File: config.mk
export PLATFORM = sky130hd
export DESIGN_NAME = alu_decoder_seq
export DESIGN_NICKNAME = d
export VERILOG_FILES = /design/src/rtl/alu_dec_pkg.sv /design/src/rtl/alu_mc_timer.sv /design/src/rtl/alu_decoder_seq.sv
export SDC_FILE = /design/constraint.sdc
export NUM_CORES = 1
export LEC_CHECK = 0
export ABC_CLOCK_PERIOD_IN_PS = 3700
export CORE_AREA = 2 2 39 41
export CTS_CLUSTER_DIAMETER = 150
export DETAILED_ROUTE_END_ITERATION = 7
export DIE_AREA = 0 0 41 43
export PLACE_DENSITY = 0.7
export SLEW_MARGIN = 0
export SYNTH_ARGS = -nofsm -noshare
export SYNTH_HDL_FRONTEND = slang
export SYNTH_SLANG_ARGS = --single-unit
File: constraint.sdc
create_clock -name clk -period 3.7 [get_ports clk]
set_input_delay 0.37 -clock clk [delete_from_list [all_inputs] [get_ports clk]]
set_output_delay 0.37 -clock clk [all_outputs]
set_load 0.005 [all_outputs]
File: src/rtl/alu_dec_pkg.sv
// Shared types and defaults for the sequenced ALU decoder.
// Holds the FSM state encoding, default field widths, named ALU commands
// and the default per-command flag/multi-cycle masks.
package alu_dec_pkg;

    localparam int CMD_W_DEF  = 3;
    localparam int CTRL_W_DEF = 4;

    // Named ALU command codes (3-bit encoding).
    localparam logic [2:0] CMD_AND = 3'd0;
    localparam logic [2:0] CMD_ORR = 3'd1;
    localparam logic [2:0] CMD_ADD = 3'd2;
    localparam logic [2:0] CMD_SUB = 3'd3;
    localparam logic [2:0] CMD_XOR = 3'd4;
    localparam logic [2:0] CMD_MUL = 3'd5;
    localparam logic [2:0] CMD_LSL = 3'd6;
    localparam logic [2:0] CMD_CMP = 3'd7;

    // Commands whose result updates flag_w[0] (AND, ORR, ADD, SUB, XOR, CMP).
    localparam logic [7:0] FLAG0_MASK_DEF = 8'b1001_1111;
    // Commands that take several cycles in the execute stage (MUL).
    localparam logic [7:0] MC_MASK_DEF    = 8'b0010_0000;

    typedef enum logic [1:0] {
        ST_IDLE = 2'd0,
        ST_WAIT = 2'd1,
        ST_HOLD = 2'd2
    } state_e;

endpackage

File: src/rtl/alu_mc_timer.sv
// Loadable down-counter used to stretch multi-cycle ALU commands.
// Loading sets the count to MC_LAT-2; done_o is high when the count is zero.
module alu_mc_timer #(
    parameter int MC_LAT = 4
) (
    input  logic clk,
    input  logic rst_n,
    input  logic load_i,
    input  logic dec_i,
    output logic done_o
);

    localparam int CW = (MC_LAT > 2) ? $clog2(MC_LAT - 1) : 1;
    localparam logic [CW-1:0] LOAD_VAL = CW'(MC_LAT - 2);

    logic [CW-1:0] cnt_q;
    logic [CW-1:0] cnt_d;

    // Next count: load wins over decrement; the count never wraps below zero.
    always_comb begin
        cnt_d = cnt_q;
        if (load_i) begin
            cnt_d = LOAD_VAL;
        end else if (dec_i && (cnt_q != {CW{1'b0}})) begin
            cnt_d = cnt_q - CW'(1);
        end else begin
            cnt_d = cnt_q;
        end
    end

    // Count register.
    always_ff @(posedge clk or negedge rst_n) begin
        if (!rst_n) begin
            cnt_q <= {CW{1'b0}};
        end else begin
            cnt_q <= cnt_d;
        end
    end

    assign done_o = (cnt_q == {CW{1'b0}});

endmodule

File: src/rtl/alu_decoder_seq.sv
// Registered ALU decoder with valid/ready handshake and multi-cycle sequencing.
// Decodes (alu_op, s, cmd) into an ALU control word and two flag-write
// enables; multi-cycle commands are held back for MC_LAT cycles.
// Optional build macro: ALU_STALL_CNT_EN adds a saturating counter of
// cycles spent waiting on multi-cycle commands (port stall_cnt).
module alu_decoder_seq
    import alu_dec_pkg::*;
#(
    parameter int                      CMD_W      = CMD_W_DEF,
    parameter int                      CTRL_W     = CTRL_W_DEF,
    parameter logic [CTRL_W-1:0]       ADD_CODE   = {CTRL_W{1'b0}},
    parameter logic [(2**CMD_W)-1:0]   FLAG0_MASK = FLAG0_MASK_DEF,
    parameter logic [(2**CMD_W)-1:0]   MC_MASK    = MC_MASK_DEF,
    parameter int                      MC_LAT     = 4
`ifdef ALU_STALL_CNT_EN
    ,
    parameter int                      CNT_W      = 16
`endif
) (
    input  logic              clk,
    input  logic              rst_n,
    input  logic              in_valid,
    output logic              in_ready,
    input  logic              alu_op,
    input  logic              s,
    input  logic [CMD_W-1:0]  cmd,
    output logic              out_valid,
    input  logic              out_ready,
    output logic [CTRL_W-1:0] alu_control,
    output logic [1:0]        flag_w,
    output logic              mc_busy
`ifdef ALU_STALL_CNT_EN
    ,
    output logic [CNT_W-1:0]  stall_cnt
`endif
);

    state_e            state_q, state_d;
    logic              out_valid_q, out_valid_d;
    logic [CTRL_W-1:0] ctrl_q, ctrl_d;
    logic [1:0]        flag_q, flag_d;
    logic              mc_busy_q, mc_busy_d;

    logic              in_ready_s;
    logic              accept_s;
    logic [CTRL_W-1:0] dec_ctrl_s;
    logic [1:0]        dec_flag_s;
    logic              dec_mc_s;
    logic              timer_load_s;
    logic              timer_dec_s;
    logic              timer_done_s;

    // A new request can enter when idle, or when the held result leaves this cycle.
    assign in_ready_s = (state_q == ST_IDLE) ||
                        ((state_q == ST_HOLD) && out_ready);
    assign accept_s   = in_valid && in_ready_s;

    // Combinational decode of the incoming request fields.
    always_comb begin
        if (alu_op) begin
            dec_ctrl_s = CTRL_W'(cmd);
        end else begin
            dec_ctrl_s = ADD_CODE;
        end
        dec_flag_s[1] = s;
        dec_flag_s[0] = alu_op && s && FLAG0_MASK[cmd];
        dec_mc_s      = alu_op && MC_MASK[cmd];
    end

    // FSM next-state and output register updates.
    always_comb begin
        state_d      = state_q;
        out_valid_d  = out_valid_q;
        ctrl_d       = ctrl_q;
        flag_d       = flag_q;
        mc_busy_d    = mc_busy_q;
        timer_load_s = 1'b0;
        timer_dec_s  = 1'b0;
        case (state_q)
            ST_IDLE, ST_HOLD: begin
                if (accept_s) begin
                    // Fresh request (also covers back-to-back from HOLD).
                    ctrl_d = dec_ctrl_s;
                    flag_d = dec_flag_s;
                    if (dec_mc_s) begin
                        state_d      = ST_WAIT;
                        out_valid_d  = 1'b0;
                        mc_busy_d    = 1'b1;
                        timer_load_s = 1'b1;
                    end else begin
                        state_d      = ST_HOLD;
                        out_valid_d  = 1'b1;
                        mc_busy_d    = 1'b0;
                    end
                end else if ((state_q == ST_HOLD) && out_ready) begin
                    // Result consumed with nothing behind it.
                    state_d     = ST_IDLE;
                    out_valid_d = 1'b0;
                end else begin
                    state_d = state_q;
                end
            end
            ST_WAIT: begin
                if (timer_done_s) begin
                    state_d     = ST_HOLD;
                    out_valid_d = 1'b1;
                    mc_busy_d   = 1'b0;
                end else begin
                    timer_dec_s = 1'b1;
                end
            end
            default: begin
                state_d     = ST_IDLE;
                out_valid_d = 1'b0;
                mc_busy_d   = 1'b0;
            end
        endcase
    end

    // State and output registers.
    always_ff @(posedge clk or negedge rst_n) begin
        if (!rst_n) begin
            state_q     <= ST_IDLE;
            out_valid_q <= 1'b0;
            ctrl_q      <= {CTRL_W{1'b0}};
            flag_q      <= 2'b00;
            mc_busy_q   <= 1'b0;
        end else begin
            state_q     <= state_d;
            out_valid_q <= out_valid_d;
            ctrl_q      <= ctrl_d;
            flag_q      <= flag_d;
            mc_busy_q   <= mc_busy_d;
        end
    end

    alu_mc_timer #(
        .MC_LAT (MC_LAT)
    ) u_mc_timer (
        .clk    (clk),
        .rst_n  (rst_n),
        .load_i (timer_load_s),
        .dec_i  (timer_dec_s),
        .done_o (timer_done_s)
    );

`ifdef ALU_STALL_CNT_EN
    logic [CNT_W-1:0] stall_q, stall_d;

    // Count WAIT cycles, saturating at all-ones.
    always_comb begin
        stall_d = stall_q;
        if ((state_q == ST_WAIT) && (stall_q != {CNT_W{1'b1}})) begin
            stall_d = stall_q + CNT_W'(1);
        end else begin
            stall_d = stall_q;
        end
    end

    // Stall counter register, cleared only by reset.
    always_ff @(posedge clk or negedge rst_n) begin
        if (!rst_n) begin
            stall_q <= {CNT_W{1'b0}};
        end else begin
            stall_q <= stall_d;
        end
    end

    assign stall_cnt = stall_q;
`endif

    assign in_ready    = in_ready_s;
    assign out_valid   = out_valid_q;
    assign alu_control = ctrl_q;
    assign flag_w      = flag_q;
    assign mc_busy     = mc_busy_q;

endmodule

### Word level (Yosys, flattened, before mapping)

Memory sizes are Yosys's and may differ from the RTL's.
Index checks and enable logic that the tools add are counted.

| word-level totals | value |
|---|---|
| bits in latches | 0 |
| word-level logic and storage cells | 53 |
| bits of input ports | 9 |
| memory bits (read-only) | 16 |
| output and inout port bits | 9 |
| flip-flop bits (word level) | 12 |
| memories kept | 2 |
| bits in writable memories | 0 |

Memory list:

| name | words | bits a word | read ports | clocked after Yosys merged registers in | wr ports | RTL line | text |
|---|---|---|---|---|---|---|---|
| (name not given) | 8 | 1 | 1 | 0 | 0 | alu_decoder_seq.sv:67 | `dec_mc_s = alu_op && MC_MASK[cmd];` |
| (name not given) | 8 | 1 | 1 | 0 | 0 | alu_decoder_seq.sv:66 | `dec_flag_s[0] = alu_op && s && FLAG0_MASK[cmd];` |

| cells by class | value |
|---|---|
| bitwise gates (word level) | 0 |
| div/mod/pow operators | 0 |
| reduce and logical (&&, ||, !) cells | 15 |
| shift-type cells | 0 |
| $mul | 0 |
| mux-type cells | 23 |
| eq/ne operators | 5 |
| add/subtract/negate cells | 1 |
| order comparisons | 1 |

Operators by type and width:

| cell | number |
|---|---|
| $mux 1 | 13 |
| $mux 2 | 6 |
| $logic_and 1x1->1 | 6 |
| $reduce_and 2->1 | 3 |
| $logic_not 2->1 | 2 |
| $lt 3x4->1 const B | 1 |
| $ne 2x2->1 const B | 2 |
| $pmux 1 s2 | 2 |
| $pmux 2 s2 | 1 |
| $reduce_bool 2->1 | 2 |
| $mux 3 | 1 |
| $ne 3x3->1 const B | 1 |
| $eq 2x1->1 const B | 1 |
| $eq 2x2->1 const B | 1 |
| $reduce_or 2->1 | 1 |
| $sub 2x1->2 const B | 1 |
| $logic_or 1x1->1 | 1 |

### Depth between registers and ports, before layout

Gate-level depths: netlist (run 1).

| logic depth | value |
|---|---|
| depth after elaboration | 7 |
| mapped depth | 5 |
| mapped depth without buffers | 5 |

### Hierarchy

A second synthesis (run 1) with hierarchy kept.

| second synthesis, totals | value |
|---|---|
| cells, all modules | 50 |
| area total of the unflattened synthesis | 545.5 µm² |

By module, submodules not included:

| module | seq. area each (µm²) | cells each | times used | area an instance (µm²) |
|---|---|---|---|---|
| alu_decoder_seq | 200.2 | 38 | 1 | 416.6 |
| alu_mc_timer | 50.0 | 12 | 1 | 128.9 |

### Worst setup path before layout (run 1)

No wires, ideal clock.

| path | value |
|---|---|
| kind | flip-flop to flip-flop |
| from | register u_mc_timer.cnt_q[0] |
| to | register u_mc_timer.cnt_q[1] |
| data required time | 3576 ps |
| period minus slack after synthesis | 1351 ps |
| arrival time | 1227 ps |
| path buffers | 0 |
| stages on the path, launching flop included | 5 |
| slack | 2349 ps |
| library setup time | 124 ps |
| path through | dfrtp_1 > inv_1 > ha_1 > or3b_4 > a211o_1 |

| between the ends | value |
|---|---|
| word-level cells in the longest chain between the ends | 5 |
| elaborated cells on any way between the ends | 9 |
| those cells by class | add/sub (1); mux (4); reduce/logical (4) |

Ends and longest elaborated chain:

| what | RTL line | text |
|---|---|---|
| from (decl) | alu_mc_timer.sv:16 | `logic [CW-1:0] cnt_q;` |
| from (signal assigned) | alu_mc_timer.sv:34 | `cnt_q <= {CW{1'b0}};` |
| from (signal assigned) | alu_mc_timer.sv:36 | `cnt_q <= cnt_d;` |
| $logic_not 2->1 | alu_mc_timer.sv:40 | `assign done_o = (cnt_q == {CW{1'b0}});` |
| $mux 1 | alu_decoder_seq.sv:104 | `if (timer_done_s) begin` |
| $mux 1 | alu_decoder_seq.sv:79 | `case (state_q)` |
| $logic_and 1x1->1 | alu_mc_timer.sv:24 | `end else if (dec_i && (cnt_q != {CW{1'b0}})) begin` |
| $reduce_bool 2->1 (no line) | n/a |  |

Parallel ways exist; a longest one is shown, timed or not. The select of a mux whose other input is x is not followed.
A chain may end at the register's enable or synchronous reset.

### Final worst setup path (run 1)

| path | value |
|---|---|
| from | input out_ready |
| to | output in_ready |

| between the ends | value |
|---|---|
| word-level cells in the longest chain between the ends | 2 |

Ends and longest elaborated chain:

| what | RTL line | text |
|---|---|---|
| from (decl) | alu_decoder_seq.sv:28 | `input logic out_ready,` |
| $logic_and 1x1->1 | alu_decoder_seq.sv:55 | `((state_q == ST_HOLD) && out_ready);` |
| $logic_or 1x1->1 | alu_decoder_seq.sv:54 | `assign in_ready_s = (state_q == ST_IDLE) \|\|` |
| to (decl) | alu_decoder_seq.sv:23 | `output logic in_ready,` |

No other way between the ends.

==> results of run 1 <==
## cell families after synthesis
group / count (synthesis) / share of synthesized area [%]
adders and majority gates: 2 / 4.94
DFF: 10 / 49.4
buffers and inverters: 7 / 6.42
other: 1 / 0.740
xor gates and xnor gates: 1 / 1.73
muxes: 2 / 4.44
AOI/OAI and AO/OA: 12 / 14.6
and+or+nand+nor: 16 / 17.8
## metrics by stage
stage,cell area (µm²),cells,util [%],power [mW],setup WS [ns]
final,692,83,50.0,0.287,1.53
after global routing,692,83,50.0,0.307,1.42
after CTS,692,83,50.0,0.291,1.51
after detailed placement,669,80,48.4,0.220,1.52
after global placement,669,80,48.4,0.218,1.56
after floorplan,507,51,-,0.183,2.35
## sequential cells by signal, summed over array words and instances (netlist names)
signal and flops:
alu_control 3, flag_w 2, u_mc_timer.cnt_q 2, mc_busy 1
state_q 2
## final timing paths
check                                                      from                              end
min in group clk                u_mc_timer.cnt_q[1]$_DFFE_PN0P_  u_mc_timer.cnt_q[1]$_DFFE_PN0P_
max in group asynchronous                                 rst_n  u_mc_timer.cnt_q[0]$_DFFE_PN0P_
worst max-delay path                                  out_ready                         in_ready
worst max register to register           state_q[1]$_DFFE_PN0P_            flag_w[1]$_DFFE_PN0P_
worst min-delay path                                      rst_n       alu_control[0]$_DFFE_PN0P_
worst min register to register  u_mc_timer.cnt_q[1]$_DFFE_PN0P_  u_mc_timer.cnt_q[1]$_DFFE_PN0P_
## metal layers
layer / wire [µm] / vias up / GRT usage, %
met2: 442 / 12 / 15.9
li1: - / 203 / -
met5: 0 / - / 0
met4: 12 / 0 / 8.00
met1: 414 / 193 / 15.0
met3: 56 / 2 / 3.14
## power by group through the flow
stage	sequential, mW	clock (mW)	combinational [mW]
2_1_floorplan	0.139	0	0.0443
3_3_place_gp	0.138	0	0.0795
3_5_place_dp	0.139	0	0.0807
4_1_cts	0.137	0.0732	0.0811
5_1_grt	0.139	0.0778	0.0897
6_report	0.137	0.0708	0.0797
## cell type report
class	instances	area, µm²
Timing Repair Buffer	16	160
Fill cell	142	692
Clock buffer	3	22.5
Sequential cell	10	250
Multi-Input combinational cell	34	224
Tap cell	16	20.0
Inverter	4	15.0
## cell usage after synthesis (2+ instances only)
cell type,number
sky130_fd_sc_hd__a21oi_1,2
sky130_fd_sc_hd__o31ai_1,3
sky130_fd_sc_hd__buf_2,2
sky130_fd_sc_hd__dfrtp_1,10
sky130_fd_sc_hd__inv_1,4
sky130_fd_sc_hd__o21ai_0,5
sky130_fd_sc_hd__ha_1,2
sky130_fd_sc_hd__nand2_1,5
sky130_fd_sc_hd__nor2_1,3
sky130_fd_sc_hd__mux2_2,2
## critical path: stages
cell and delay, ns:
sky130_fd_sc_hd__clkdlybuf4s50_1 0.40, sky130_fd_sc_hd__nor2b_1 0.49, sky130_fd_sc_hd__nor2_1 0.08, sky130_fd_sc_hd__clkdlybuf4s50_1 0.46
==> results.md, run 1 <==
• **biggest area contributors in the synthesized netlist** sky130_fd_sc_hd__dfrtp_1, sky130_fd_sc_hd__ha_1, sky130_fd_sc_hd__o21ai_0
• **post-synthesis cell type count** 23
• **measured slew at the worst slew-check pin** 0.609 ns
• **clock sink count** 10
• **max-slew headroom at the worst pin** 59.3%
• **combinational share of power** 27.7%
• **router iterations before antenna repair** 2
• **power density of the placed cells** 415 nW/µm²
• **post-layout net count** 80
• **proportion of power drawn by the clock network** 24.6%
• **overflow left after global routing** 0
• **fraction of synthesis flops using an asynchronous set or reset pin** 100%
• **final setup violating endpoints** 0
• **# port buffers** 16
• **global-route wire length before repair** 1.35 mm
• **total global-route track usage** 11.6%
• **commonest cells after routing, fill and taps aside** sky130_fd_sc_hd__clkdlybuf4s50_1, sky130_fd_sc_hd__dfrtp_1, sky130_fd_sc_hd__o21ai_0, sky130_fd_sc_hd__nand2_1, sky130_fd_sc_hd__inv_1
• **Die Width** 41 µm
• **Min Clock Period, post-route** 2.17 ns
• **instance count of the mapped netlist** 51
• **final-report hold violation count** 0
• **cell type with the highest aggregate area in the netlist** sky130_fd_sc_hd__dfrtp_1
• **fmax** 0.460 GHz
• **sequential share of power** 47.6%
• **net switching component of the power** 0.0752 mW
• **highest ir drop seen on vdd** 195 µV
• **vias per std cell** 4.94
• **Warnings, synthesis** 0
• **Antenna Violating Nets Remaining** 0
• **area of the core region** 1380 µm²
• **clock input transition at the sequential cells of the worst setup and hold paths** 0.06 ns
• **worst reg2reg setup slack** 2.24 ns
• **most common library cell in the layout ignoring fill and taps** sky130_fd_sc_hd__clkdlybuf4s50_1
• **leakage power summed over all cells** 0.313 nW
• **number of diodes** 0
• **detailed-route DRC error count** 0
• **hold-fix buffer count after cts** 0
• **routed via count** 410
• **count of flip-flops with a built-in enable after synthesis** 0
• **peak fanout along the critical path** 10
• **number of nets in the synthesized netlist** 62
• **WL/cell** 11.1 µm
• **type of the most critical hold path** input pin to asynchronous set/reset pin
• **most used flip-flop cell after synthesis** sky130_fd_sc_hd__dfrtp_1
• **gpl congestion** 0.652
• **Max Cap Violations** 0
• **top-area cell type share of the netlist area** 49.4%
• **Switching Share** 26.2%
• **number of max-slew violations in the final report** 0
• **first-iteration detailed-routing DRC count** 5
• **share of the cycle needed by the critical path after routing** 58.8%
• **clk buf depth** 2
• **maximum number of pins on one net before global-route repair** 11
• **post-CTS sizing** 0
• **crit path DAT** 1.80 ns
• **starting density of the core** 36.6%
• **Routed Wire Length** 925 µm
• **# rows** 14
• **FF+latch count, synth** 10
• **internal power of the cells** 0.212 mW
• **source-to-sink clock delay at the later pin of the worst-skew pair** 0.26 ns
• **via count of the first global-routing pass** 325
• **unrepaired setup endpoints after global routing** false
• **Num CTS Buffers** 3
• **overall die height** 43 µm
• **buffers inserted during post-CTS setup optimization** 0
• **half-perimeter wire length after detailed placement** 725 µm
• **average size of a mapped cell** 9.94 µm²
• **Total Negative Setup Slacks** 0 ns
• **result of the run** finished, final reports clean
• **I/O pin total** 18
• **part of the Yosys area used for sequential elements** 49.4%
• **Clock H-tree levels** 1
• **nature of the critical path endpoint** output pin
• **Reg2Reg Depth** 3
• **fraction of final layout cells with drive strength greater than 1** 11.9%
• **hold_ws** 0.431 ns
• **Area Overhead vs Synth** 36.5%
• **TritonCTS clock tree** done
• **Clock Root Buffer** sky130_fd_sc_hd__clkbuf_4
• **antenna violations before repair** 0
• **post-synthesis cell area** 507 µm²
• **worst path required time** 3.33 ns
• **die area** 1760 µm²
• **worst clock skew on the final layout** 0.00524 ns
• **category of the worst setup path launch point** input pin
• **type of the worst setup path** input pin to output pin
Note: power is estimated with default switching activity, not from simulation.
==> run 2, diff against run 1 <==
ABC_CLOCK_PERIOD_IN_PS = 1700   (was 3700)
CORE_AREA = default   (was 2 2 39 41)
CORE_UTILIZATION = 37   (was default)
DIE_AREA = default   (was 0 0 41 43)
PLACE_DENSITY = 0.71   (was 0.7)
clock period = 1.7 ns   (was 3.7 ns; I/O delays follow)
==> run 2 against run 1 <==
Effect of this change:
- register-to-register slack got worse by 2.0 ns
- final area grew 4.9%
- sequential share of layout area down 1.7 points
- clock skew down 0.00061 ns
- final cell count grew 1.2%
- count of clock-buffer cells in the layout is 1 higher
- non-clock buffer count is 2 higher
==> results.md, run 2 (same netlist as run 1, synthesis figures left out) <==
• **post-layout net count** 82, was 80
• **detailed-route DRC error count** 0, unchanged
• **first-iteration detailed-routing DRC count** 7, was 5
• **gpl congestion** 0.667, was 0.652
• **most common library cell in the layout ignoring fill and taps** sky130_fd_sc_hd__clkdlybuf4s50_1, unchanged
• **Area Overhead vs Synth** 43.2%, was 36.5%
• **Routed Wire Length** 1.01 mm, was 925 µm
• **power density of the placed cells** 960 nW/µm², was 415 nW/µm²
• **router iterations before antenna repair** 4, was 2
• **maximum number of pins on one net before global-route repair** 11, unchanged
• **overall power consumption** 0.696 mW, was 0.287 mW
• **type of the most critical hold path** input pin to asynchronous set/reset pin, unchanged
• **# rows** 12, was 14
• **Min Clock Period, post-route** 1.55 ns
• **peak fanout along the critical path** 10, unchanged
• **highest ir drop seen on vdd** 568 µV, was 195 µV
• **crit path DAT** 1.38 ns, was 1.80 ns
• **Inst Count DP** 80, unchanged
• **hold_ws** 0.227 ns, was 0.431 ns
• **clk buf depth** 2, unchanged
• **worst clock skew on the final layout** 0.00463 ns, was 0.00524 ns
• **Max Cap Violations** 0, unchanged
• **placement-stage worst setup slack** -0.0752 ns, was 1.52 ns
• **total global-route track usage** 16.9%, was 11.6%
• **result of the run** finished, final reports clean, unchanged
• **clock input transition at the sequential cells of the worst setup and hold paths** 0.07 ns, was 0.06 ns
• **commonest cells after routing, fill and taps aside** sky130_fd_sc_hd__clkdlybuf4s50_1, sky130_fd_sc_hd__dfrtp_1, sky130_fd_sc_hd__o21ai_0, sky130_fd_sc_hd__nand2_1, sky130_fd_sc_hd__inv_1, unchanged
• **worst path required time** 1.53 ns, was 3.33 ns
• **half-perimeter wire length after detailed placement** 752 µm, was 725 µm
• **nature of the critical path endpoint** output pin, unchanged
• **number of max-slew violations in the final report** 0, unchanged
• **overall die height** 39.0 µm, was 43 µm
• **I/O pin total** 18, unchanged
• **starting density of the core** 42.7%, was 36.6%
• **TritonCTS clock tree** done, unchanged
• **final standard cell area without fillers** 726 µm², was 692 µm²
• **Num CTS Buffers** 3, unchanged
• **fraction of final layout cells with drive strength greater than 1** 17.1%, was 11.9%
• **overflow left after global routing** 0, unchanged
• **# port buffers** 16, unchanged
• **slowest stage cell on the critical path** sky130_fd_sc_hd__clkdlybuf4s50_1, was sky130_fd_sc_hd__nor2b_1
• **fmax** 0.644 GHz
• **final cell count without fillers** 84, was 83
• **Die Width** 39.0 µm, was 41 µm
• **leakage power summed over all cells** 0.336 nW, was 0.313 nW
• **area of the core region** 1190 µm², was 1380 µm²
• **cell type group with the largest total delay on the critical path** buffers and inverters, unchanged
• **final setup violating endpoints** 0, unchanged
• **die area** 1520 µm², was 1760 µm²
• **post-detailed-placement cell area** 682 µm², was 669 µm²
• **cell chain of the critical path** nor2b_4 > nor2_1 > clkdlybuf4s50_1, was clkdlybuf4s50_1 > nor2b_1 > nor2_1 > clkdlybuf4s50_1
• **via count of the first global-routing pass** 402, was 325
• **source-to-sink clock delay at the later pin of the worst-skew pair** 0.26 ns, about the same
• **antenna violations before repair** 0, unchanged
• **Clock Root Buffer** sky130_fd_sc_hd__clkbuf_4, unchanged
• **global-route wire length before repair** 1.67 mm, was 1.35 mm
• **Final Core Density** 61.2%, was 50.0%
• **unrepaired setup endpoints after global routing** false, unchanged
• **final worst-path setup slack** 0.148 ns, was 1.53 ns
• **area used by multi-input combinational logic** 231 µm², was 224 µm²
• **Clock H-tree levels** 1, unchanged
• **flip-flop count of the largest register, all copies and words added** 3, unchanged
• **number of diodes** 0, unchanged
• **delay contributed by the slowest stage of the critical path** 0.50 ns, was 0.49 ns
• **vias per std cell** 4.96, was 4.94
• **final-report hold violation count** 0, unchanged
• **Total Negative Setup Slacks** 0 ns, unchanged
• **type of the worst setup path** flop to output pin, was input pin to output pin
• **share of the cycle needed by the critical path after routing** 91.3%
• **fill cell count** 115, was 142
• **Antenna Violating Nets Remaining** 0, unchanged
• **count of buffer and inverter cells on the critical path** 1, was 2
• **Sequential Area** 250 µm², unchanged
• **clock sink count** 10, unchanged
• **routed via count** 417, was 410
• **WL/cell** 12.1 µm, was 11.1 µm
• **category of the worst setup path launch point** flop, was input pin
==> run 2: where the power goes <==
part / internal, mW / total [mW] / switching (mW)
registers: 0.279 / 0.297 / 0.0184
clock network: 0.130 / 0.210 / 0.0800
logic: 0.109 / 0.189 / 0.0797
total: 0.518 / 0.696 / 0.178
==> run 2: layout make-up <==
cell class                      count  area share (%)
Sequential cell                    10            34.5
Multi-Input combinational cell     34            31.9
Timing Repair Buffer               18            24.1
Clock buffer                        4            5.00
Tap cell                           14            2.41
Inverter                            4            2.07
==> run 2: what timing repair did <==
item                                    4_1_cts  5_1_grt
setup buffers                                 0        0
endpoints found under the hold margin         0        0
hold buffers                                  0        0
endpoints found under the setup margin        1        1
resized for setup                             1        1
==> run 2: metal layers <==
metal / global-route usage [%] / share of wire, % / routed length [µm] / vias up
li1: - / - / - / 207
met1: 22.2 / 47 / 480 / 194
met2: 23.8 / 45 / 454 / 14
met3: 5.20 / 6.0 / 61 / 2
met4: 10.3 / 1.7 / 17 / 0
met5: 0 / 0 / 0 / -
==> run 2: worst register-to-register path, cell delays in order (launching register included) <==
cell and delay (ns):
sky130_fd_sc_hd__dfrtp_1 0.32, sky130_fd_sc_hd__inv_1 0.06, sky130_fd_sc_hd__ha_1 0.22, sky130_fd_sc_hd__or3b_4 0.40, sky130_fd_sc_hd__a211o_1 0.30
==> run 2: final timing paths <==
kind                                                       from                               to  slack [ns]  cells past startpoint
worst max-delay path                     state_q[1]$_DFFE_PN0P_                         in_ready        0.15                      3
worst min-delay path                                      rst_n       alu_control[1]$_DFFE_PN0P_        0.23                      1
worst max register to register  u_mc_timer.cnt_q[0]$_DFFE_PN0P_  u_mc_timer.cnt_q[1]$_DFFE_PN0P_        0.29                      4
worst min register to register  u_mc_timer.cnt_q[1]$_DFFE_PN0P_  u_mc_timer.cnt_q[1]$_DFFE_PN0P_        0.50                      1
max in group asynchronous                                 rst_n  u_mc_timer.cnt_q[1]$_DFFE_PN0P_        1.15                      1
min in group clk                u_mc_timer.cnt_q[1]$_DFFE_PN0P_  u_mc_timer.cnt_q[1]$_DFFE_PN0P_        0.50                      1
